**src/rtl/uart_rx.sv**
```systemverilog
// uart_rx: UART receiver with a 2-flop input synchronizer and a valid/ready holding register.
// Optional macro UART_RX_PARITY_EN inserts an even-parity bit between data bit 7 and the stop bit.
module uart_rx #(
  parameter int CLKS_PER_BIT = 104
) (
  input  logic       clk,
  input  logic       reset,
  input  logic       rxd_i,
  output logic [7:0] data_o,
  output logic       valid_o,
  input  logic       ready_i,
  output logic       frame_err_o,
  output logic       overrun_o,
  output logic       parity_err_o,
  output logic       busy_o
);
  // state     | meaning
  // IDLE      | line idle, waiting for a falling edge
  // START     | counting to mid start bit; high line there is a glitch
  // DATA      | sampling 8 data bits, LSB first
  // PARITY    | sampling the even-parity bit (UART_RX_PARITY_EN only)
  // STOP      | sampling the stop bit; commit byte or flag framing error
  // WAIT_IDLE | after a framing error, waiting for the line to return high
  localparam int CW = $clog2(CLKS_PER_BIT);
  localparam logic [CW-1:0] HALF_LOAD = CW'(CLKS_PER_BIT / 2 - 1);
  localparam logic [CW-1:0] FULL_LOAD = CW'(CLKS_PER_BIT - 1);

  typedef enum logic [2:0] {
    IDLE,
    START,
    DATA,
`ifdef UART_RX_PARITY_EN
    PARITY,
`endif
    STOP,
    WAIT_IDLE
  } state_t;

  state_t        state, state_nxt;
  logic          rx_meta, rx_sync, rx_prev;
  logic [CW-1:0] cnt;
  logic [2:0]    bit_idx;
  logic [7:0]    shreg;
  logic          cnt_zero;
  logic          load_half, load_full, shift_en, commit, frame_err;
  logic          commit_allow;

  assign cnt_zero = (cnt == '0);
  assign busy_o   = (state != IDLE);

  always_ff @(posedge clk or negedge reset) begin
    if (!reset) begin
      rx_meta <= 1'b1;
      rx_sync <= 1'b1;
      rx_prev <= 1'b1;
    end else begin
      rx_meta <= rxd_i;
      rx_sync <= rx_meta;
      rx_prev <= rx_sync;
    end
  end

  always_ff @(posedge clk or negedge reset) begin
    if (!reset) state <= IDLE;
    else        state <= state_nxt;
  end

`ifdef UART_RX_PARITY_EN
  logic par_err;
  logic par_bad;

  // A bad parity bit poisons the frame; the stop bit is still checked for framing.
  always_ff @(posedge clk or negedge reset) begin
    if (!reset) begin
      par_bad      <= 1'b0;
      parity_err_o <= 1'b0;
    end else begin
      parity_err_o <= par_err;
      if (load_half)    par_bad <= 1'b0;
      else if (par_err) par_bad <= 1'b1;
    end
  end

  assign commit_allow = !par_bad;
`else
  assign parity_err_o = 1'b0;
  assign commit_allow = 1'b1;
`endif

  always_comb begin
    state_nxt = state;
    load_half = 1'b0;
    load_full = 1'b0;
    shift_en  = 1'b0;
    commit    = 1'b0;
    frame_err = 1'b0;
`ifdef UART_RX_PARITY_EN
    par_err   = 1'b0;
`endif
    case (state)
      IDLE: begin
        if (rx_prev && !rx_sync) begin
          state_nxt = START;
          load_half = 1'b1;
        end
      end
      START: begin
        if (cnt_zero) begin
          if (!rx_sync) begin
            state_nxt = DATA;
            load_full = 1'b1;
          end else begin
            state_nxt = IDLE;
          end
        end
      end
      DATA: begin
        if (cnt_zero) begin
          shift_en  = 1'b1;
          load_full = 1'b1;
          if (bit_idx == 3'd7) begin
`ifdef UART_RX_PARITY_EN
            state_nxt = PARITY;
`else
            state_nxt = STOP;
`endif
          end
        end
      end
`ifdef UART_RX_PARITY_EN
      PARITY: begin
        if (cnt_zero) begin
          load_full = 1'b1;
          par_err   = (rx_sync != ^shreg);
          state_nxt = STOP;
        end
      end
`endif
      STOP: begin
        if (cnt_zero) begin
          if (rx_sync) begin
            commit    = commit_allow;
            state_nxt = IDLE;
          end else begin
            frame_err = 1'b1;
            state_nxt = WAIT_IDLE;
          end
        end
      end
      WAIT_IDLE: begin
        if (rx_sync) state_nxt = IDLE;
      end
      default: state_nxt = IDLE;
    endcase
  end

  always_ff @(posedge clk or negedge reset) begin
    if (!reset) begin
      cnt         <= '0;
      bit_idx     <= '0;
      shreg       <= '0;
      data_o      <= '0;
      valid_o     <= 1'b0;
      frame_err_o <= 1'b0;
      overrun_o   <= 1'b0;
    end else begin
      if (load_half)      cnt <= HALF_LOAD;
      else if (load_full) cnt <= FULL_LOAD;
      else if (!cnt_zero) cnt <= cnt - CW'(1);

      if (shift_en) begin
        shreg   <= {rx_sync, shreg[7:1]};
        bit_idx <= bit_idx + 3'd1;
      end

      frame_err_o <= frame_err;
      overrun_o   <= commit && valid_o && !ready_i;
      // A full, unacknowledged holding register keeps its byte; the new one is dropped.
      if (commit && !(valid_o && !ready_i)) begin
        data_o  <= shreg;
        valid_o <= 1'b1;
      end else if (valid_o && ready_i) begin
        valid_o <= 1'b0;
      end
    end
  end

endmodule

```
**config.mk**
```make
export PLATFORM = sky130hd
export DESIGN_NAME = uart_rx
export DESIGN_NICKNAME = d
export VERILOG_FILES = /design/src/rtl/uart_rx.sv
export SDC_FILE = /design/constraint.sdc
export NUM_CORES = 1
export LEC_CHECK = 0
export CAP_MARGIN = 20
export CORE_MARGIN = 3
export CORE_UTILIZATION = 30
export DETAILED_ROUTE_END_ITERATION = 8
export PLACE_DENSITY = 0.47
export SLEW_MARGIN = 25
export SYNTH_ARGS = -nofsm -noshare
export SYNTH_HDL_FRONTEND = slang
export SYNTH_SLANG_ARGS = --single-unit
```
**constraint.sdc**
```tcl
create_clock -name clk -period 1.9 [get_ports clk]
set_input_delay 0.475 -clock clk [delete_from_list [all_inputs] [get_ports clk]]
set_output_delay 0.475 -clock clk [all_outputs]
set_load 0.01 [all_outputs]
```
# Word level (Yosys, flattened, before mapping)
# Index checks and enable logic that the tools add are counted.
dict set report totals {
  register_bits 35
  inputBits 4
  out_inout_bits 13
  wordCells 64
}
dict set report classes {
  add_sub_neg 2
  n_eq_ne 12
  n_mux 25
  n_reduce_logical 14
}
# op n
set op_table {}
lappend op_table {{3-bit 2-to-1 mux} 7}
lappend op_table {{7-bit 2-to-1 mux} 3}
lappend op_table {{3-bit case mux with 5 select lines} 1}
lappend op_table {{1-bit 2-to-1 mux} 12}
lappend op_table {{2-bit != test, second input constant} 6}
lappend op_table {{7-bit zero test} 1}
lappend op_table {{7-bit by 1-bit subtractor with 7-bit output, second input constant} 1}
lappend op_table {{3-bit by 2-bit == test with 1-bit output, second input constant} 2}
lappend op_table {{3-bit == test, second input constant} 2}
lappend op_table {{1-bit logical AND} 6}
lappend op_table {{6-bit AND reduction} 1}
lappend op_table {{3-bit by 1-bit adder with 3-bit output, second input constant} 1}
lappend op_table {{3-bit by 1-bit == test with 1-bit output, second input constant} 1}
lappend op_table {{1-bit zero test} 3}
lappend op_table {{3-bit zero test} 1}
lappend op_table {{3-bit by 1-bit != test with 1-bit output, second input constant} 1}
lappend op_table {{3-bit nonzero test} 1}
lappend op_table {{2-bit 2-to-1 mux} 1}
lappend op_table {{1-bit case mux with 2 select lines} 1}
lappend op_table {{2-bit nonzero test} 1}

# Logic depth before layout (Yosys ltp)
dict set report logic_depth {
  word_depth 5
  mapped_depth 7
  depth_no_buf 6
}

# Worst setup path before layout
# Ideal clock, no wire load.
dict set report synth_path {
  path_type {reg-to-reg}
  startpoint {reg cnt[3]}
  endpoint {reg data_o[0]}
  setup_time_ps 125
  arrival_ps 1636
  required_time_ps 1775
  slack_ps 139
  stages_incl_launch_ff 6
  n_path_buf 1
  synth_period_minus_slack_ps 1761
  path_cell_list {dfrtp_1 > nor4_4 > nand4_2 > nor2b_2 > buf_6 > mux2_4}
}
dict set report synth_via {
  elab_chain_cells 4
}
# element line_no
set synth_rtl {}
lappend synth_rtl {{start, declared} 41} ;# logic [CW-1:0] cnt;
lappend synth_rtl {{start signal, assigned} 169} ;# else if (!cnt_zero) cnt <= cnt - CW'(1);
lappend synth_rtl {{7-bit zero test} 48} ;# assign cnt_zero = (cnt == '0);
lappend synth_rtl {{1-bit 2-to-1 mux} 140} ;# if (cnt_zero) begin
lappend synth_rtl {{1-bit 2-to-1 mux} 100} ;# case (state)
lappend synth_rtl {{1-bit logical AND} 179} ;# if (commit && !(valid_o && !ready_i)) begin
lappend synth_rtl {{end signal, assigned} 180} ;# data_o <= shreg;
lappend synth_rtl {{end, declared} 9} ;# output logic [7:0] data_o,
# Every way passes these cells.
# A chain may end at the register's enable or synchronous reset.

# Final worst setup path
dict set report layout_path {
  startpoint {reg state[0]}
  endpoint {out busy_o}
}
dict set report layout_via {
  elab_chain_cells 1
}
# element line_no
set layout_rtl {}
lappend layout_rtl {{start, declared} 39} ;# state_t state, state_nxt;
lappend layout_rtl {{start signal, assigned} 65} ;# else state <= state_nxt;
lappend layout_rtl {{3-bit nonzero test} 49} ;# assign busy_o = (state != IDLE);
lappend layout_rtl {{end, declared} 15} ;# output logic busy_o
# Every way passes these cells.

==> flow_summary.toml <==
[logic_synthesis]
syn_area_um2 = 1550
ys_seq_area_share_pct = 56.8
syn_nets = 125
synth_cells = 117
synth_warnings = 0
postSynthAreaPerCell_um2 = 13.2
synth_cell_types = 37
ys_ff_latch = 35

[setup_path]
rrSetupSlack_ps = 100
reg2reg_from = "cnt[1]"
required_ps = 1420
crit_path_start_kind = "register"
crit_path_end = "busy_o"
reg2reg_depth = 7
critPathLaunch = "state[0]"
critical_path.max_fanout = 5
cp_data_arrival_time_ps = 1340
worstReg2RegEnd = "data_o[5]"
cp-end-kind = "output pin"
path_class = "reg -> out"

[layout]
nets = 151
final_cell_mix = "dfrtp_1, clkdlybuf4s50_1, mux2_2, nor2_1, mux2_4"
area_growth_pct = 25.7
drive_gt1_share_pct = 31.9
diodes = 0
multi_input_area_um2 = 639
final_common_cell = "dfrtp_1"
ff_latch_area_um2 = 881
final_area_um2 = 1950
nFillCells = 456

[run_status]
outcome = "finished, final reports clean"

[run]
maxCapViolCount = 0

[pwr]
irDropWorstVdd_mv = 0.552
powerDensity_nw_per_um2 = 1000
leakage_nw = 0.900

[routing]
drc = 0
via_per_inst = 4.68
vias = 988
wire_per_inst_um = 13.3
ant_nets = 0
drtIter0Drc = 60
routed_wirelength_um = 2800
dr.pass1.iters = 4

[sta]
fmax_mhz = 551
clock_skew_ps = 6.77
min_period_ps = 1820
setup_violations = 0
period_share_pct = 95.6
whs_ps = 357
grt_setup_unrepaired = "no"
drv_slew = 0
hold_viol = 0
fin_tns_setup_ps = 0

[hold_path]
holdPathStages = 0
hold_class = "reg -> reg"

[cts]
clkTransAtPathRegs_ps = 60
cts_buffer_depth = 2
cts_max_level = 2
clock_latency_ps = 280
clock_sinks = 35
cts-root-buf = "clkbuf_8"
hold_buffers = 0
cts_tree = "done"
cts_buffers = 5

[global_route]
grt_pass1_wl_um = 4950
grt_usage_pct = 10.6
grt.overflow.total = 0
grt_pass1_vias = 1033
antenna_found_initial = 0
grt_start_max_net_pins = 17

[place]
place_congestion = 0.800
hpwl_um = 2050
detailed_place.area_um2 = 1820
numPortBuffers = 15

[floorplan]
die_h_um = 77.8
chipWidth_um = 77.8
num_io_pins = 17
initial_core_util_pct = 31.9
die_area_um2 = 6060
core.rowCount = 25
core-area_um2 = 4850
cell type report:
type	instances	share of cell area, %
flip-flops and latches	35	45.3
well taps	67	4.31
inverters	2	0.386
repair buffers	23	12.0
multi-input cells	76	32.9
clock buffers	8	5.14
cell usage after synthesis (all sizes together):
cell	count	area, um^2
nor2	9	33.8
a221oi	1	8.76
nor2b	3	21.3
dfrtp	32	801
and3	3	20.0
mux2i	2	20.0
a311oi	2	17.5
buf	3	30.0
xnor2	1	8.76
a31oi	3	18.8
or3	3	20.0
a22o	1	8.76
ha	4	50.1
nor4	2	27.5
o21ai	1	5.00
dfstp	3	78.8
nand2	5	18.8
clkbuf	1	3.75
conb	1	3.75
and2	1	7.51
mux2	18	233
inv	2	7.51
a21oi	4	20.0
and3b	2	18.8
xor2	1	8.76
nor3	2	10.0
nand4	1	12.5
a211oi	1	7.51
nand2b	1	6.26
nand3	4	20.0
worst max-delay path, stage by stage, from the launching register on:
cell	delay, ps
dfrtp_2	430
or3_1	340
dlygate4sd2_1	290
power by group:
| group | total [W] | leakage (nW) | switching [W] | internal, W |
|---|---|---|---|---|
| sequential | 0.000953 | 0.457 | 0.000109 | 0.000843 |
| clock | 0.000582 | 0.0515 | 0.000251 | 0.000331 |
| combinational | 0.000414 | 0.392 | 0.000212 | 0.000202 |
logic make-up (layout without fill, tap and decap cells):
group           Yosys count  in the layout  synth area share [%]
other cells               1              1                 0.242
buf+inv                   6             33                  2.67
flops                    35             35                  56.8
mux                      20             20                  16.3
simple gates             36             36                  14.0
fa+ha+maj                 4              4                  3.23
xor+xnor                  2              2                  1.13
compound gates           13             13                  5.58
per-layer routing:
metal | up-vias | wire length [um] | track usage [%] | share of wire (%)
li1 | 468 | - | - | -
met1 | 492 | 1330 | 13.4 | 47
met2 | 23 | 1320 | 16.2 | 47
met3 | 5 | 115 | 4.52 | 4.1
met4 | 0 | 37 | 3.74 | 1.3
met5 | - | 0 | 0 | 0
timing repair:
item,4_1_cts,5_1_grt
buffers inserted,0,2
endpoints found under the setup margin,1,9
resized for setup,1,4
metrics by stage:
stage / utilization, % / std cells / setup WS (ps) / total power [W]
3_3_place_gp: 37.5 / 201 / 81.3 / 0.00136
2_1_floorplan: - / 117 / 139 / 0.00123
3_5_place_dp: 37.5 / 201 / 65.3 / 0.00137
6_report: 40.1 / 211 / 83.5 / 0.00195
4_1_cts: 39.5 / 209 / 27.0 / 0.00196
5_1_grt: 40.1 / 211 / 15.4 / 0.00210
flip-flops by register name (all words and copies together), names as in the netlist:
name         flops
cnt              7
bit_idx          3
valid_o          1
overrun_o        1
rx_sync          1
rx_meta          1
frame_err_o      1
data_o           8
shreg            8
rx_prev          1
state            3
worst min-delay path by stage:
stage	slack, ps	end	startpoint
after detailed placement	350	rx_sync	rx_meta
after global routing	370	rx_sync	rx_meta
after CTS	360	rx_sync	rx_meta
final	360	rx_sync	rx_meta
after global placement	350	rx_sync	rx_meta
after floorplan	180	bit_idx[0]	reset
No activity file was read; power rests on OpenSTA's default activity.
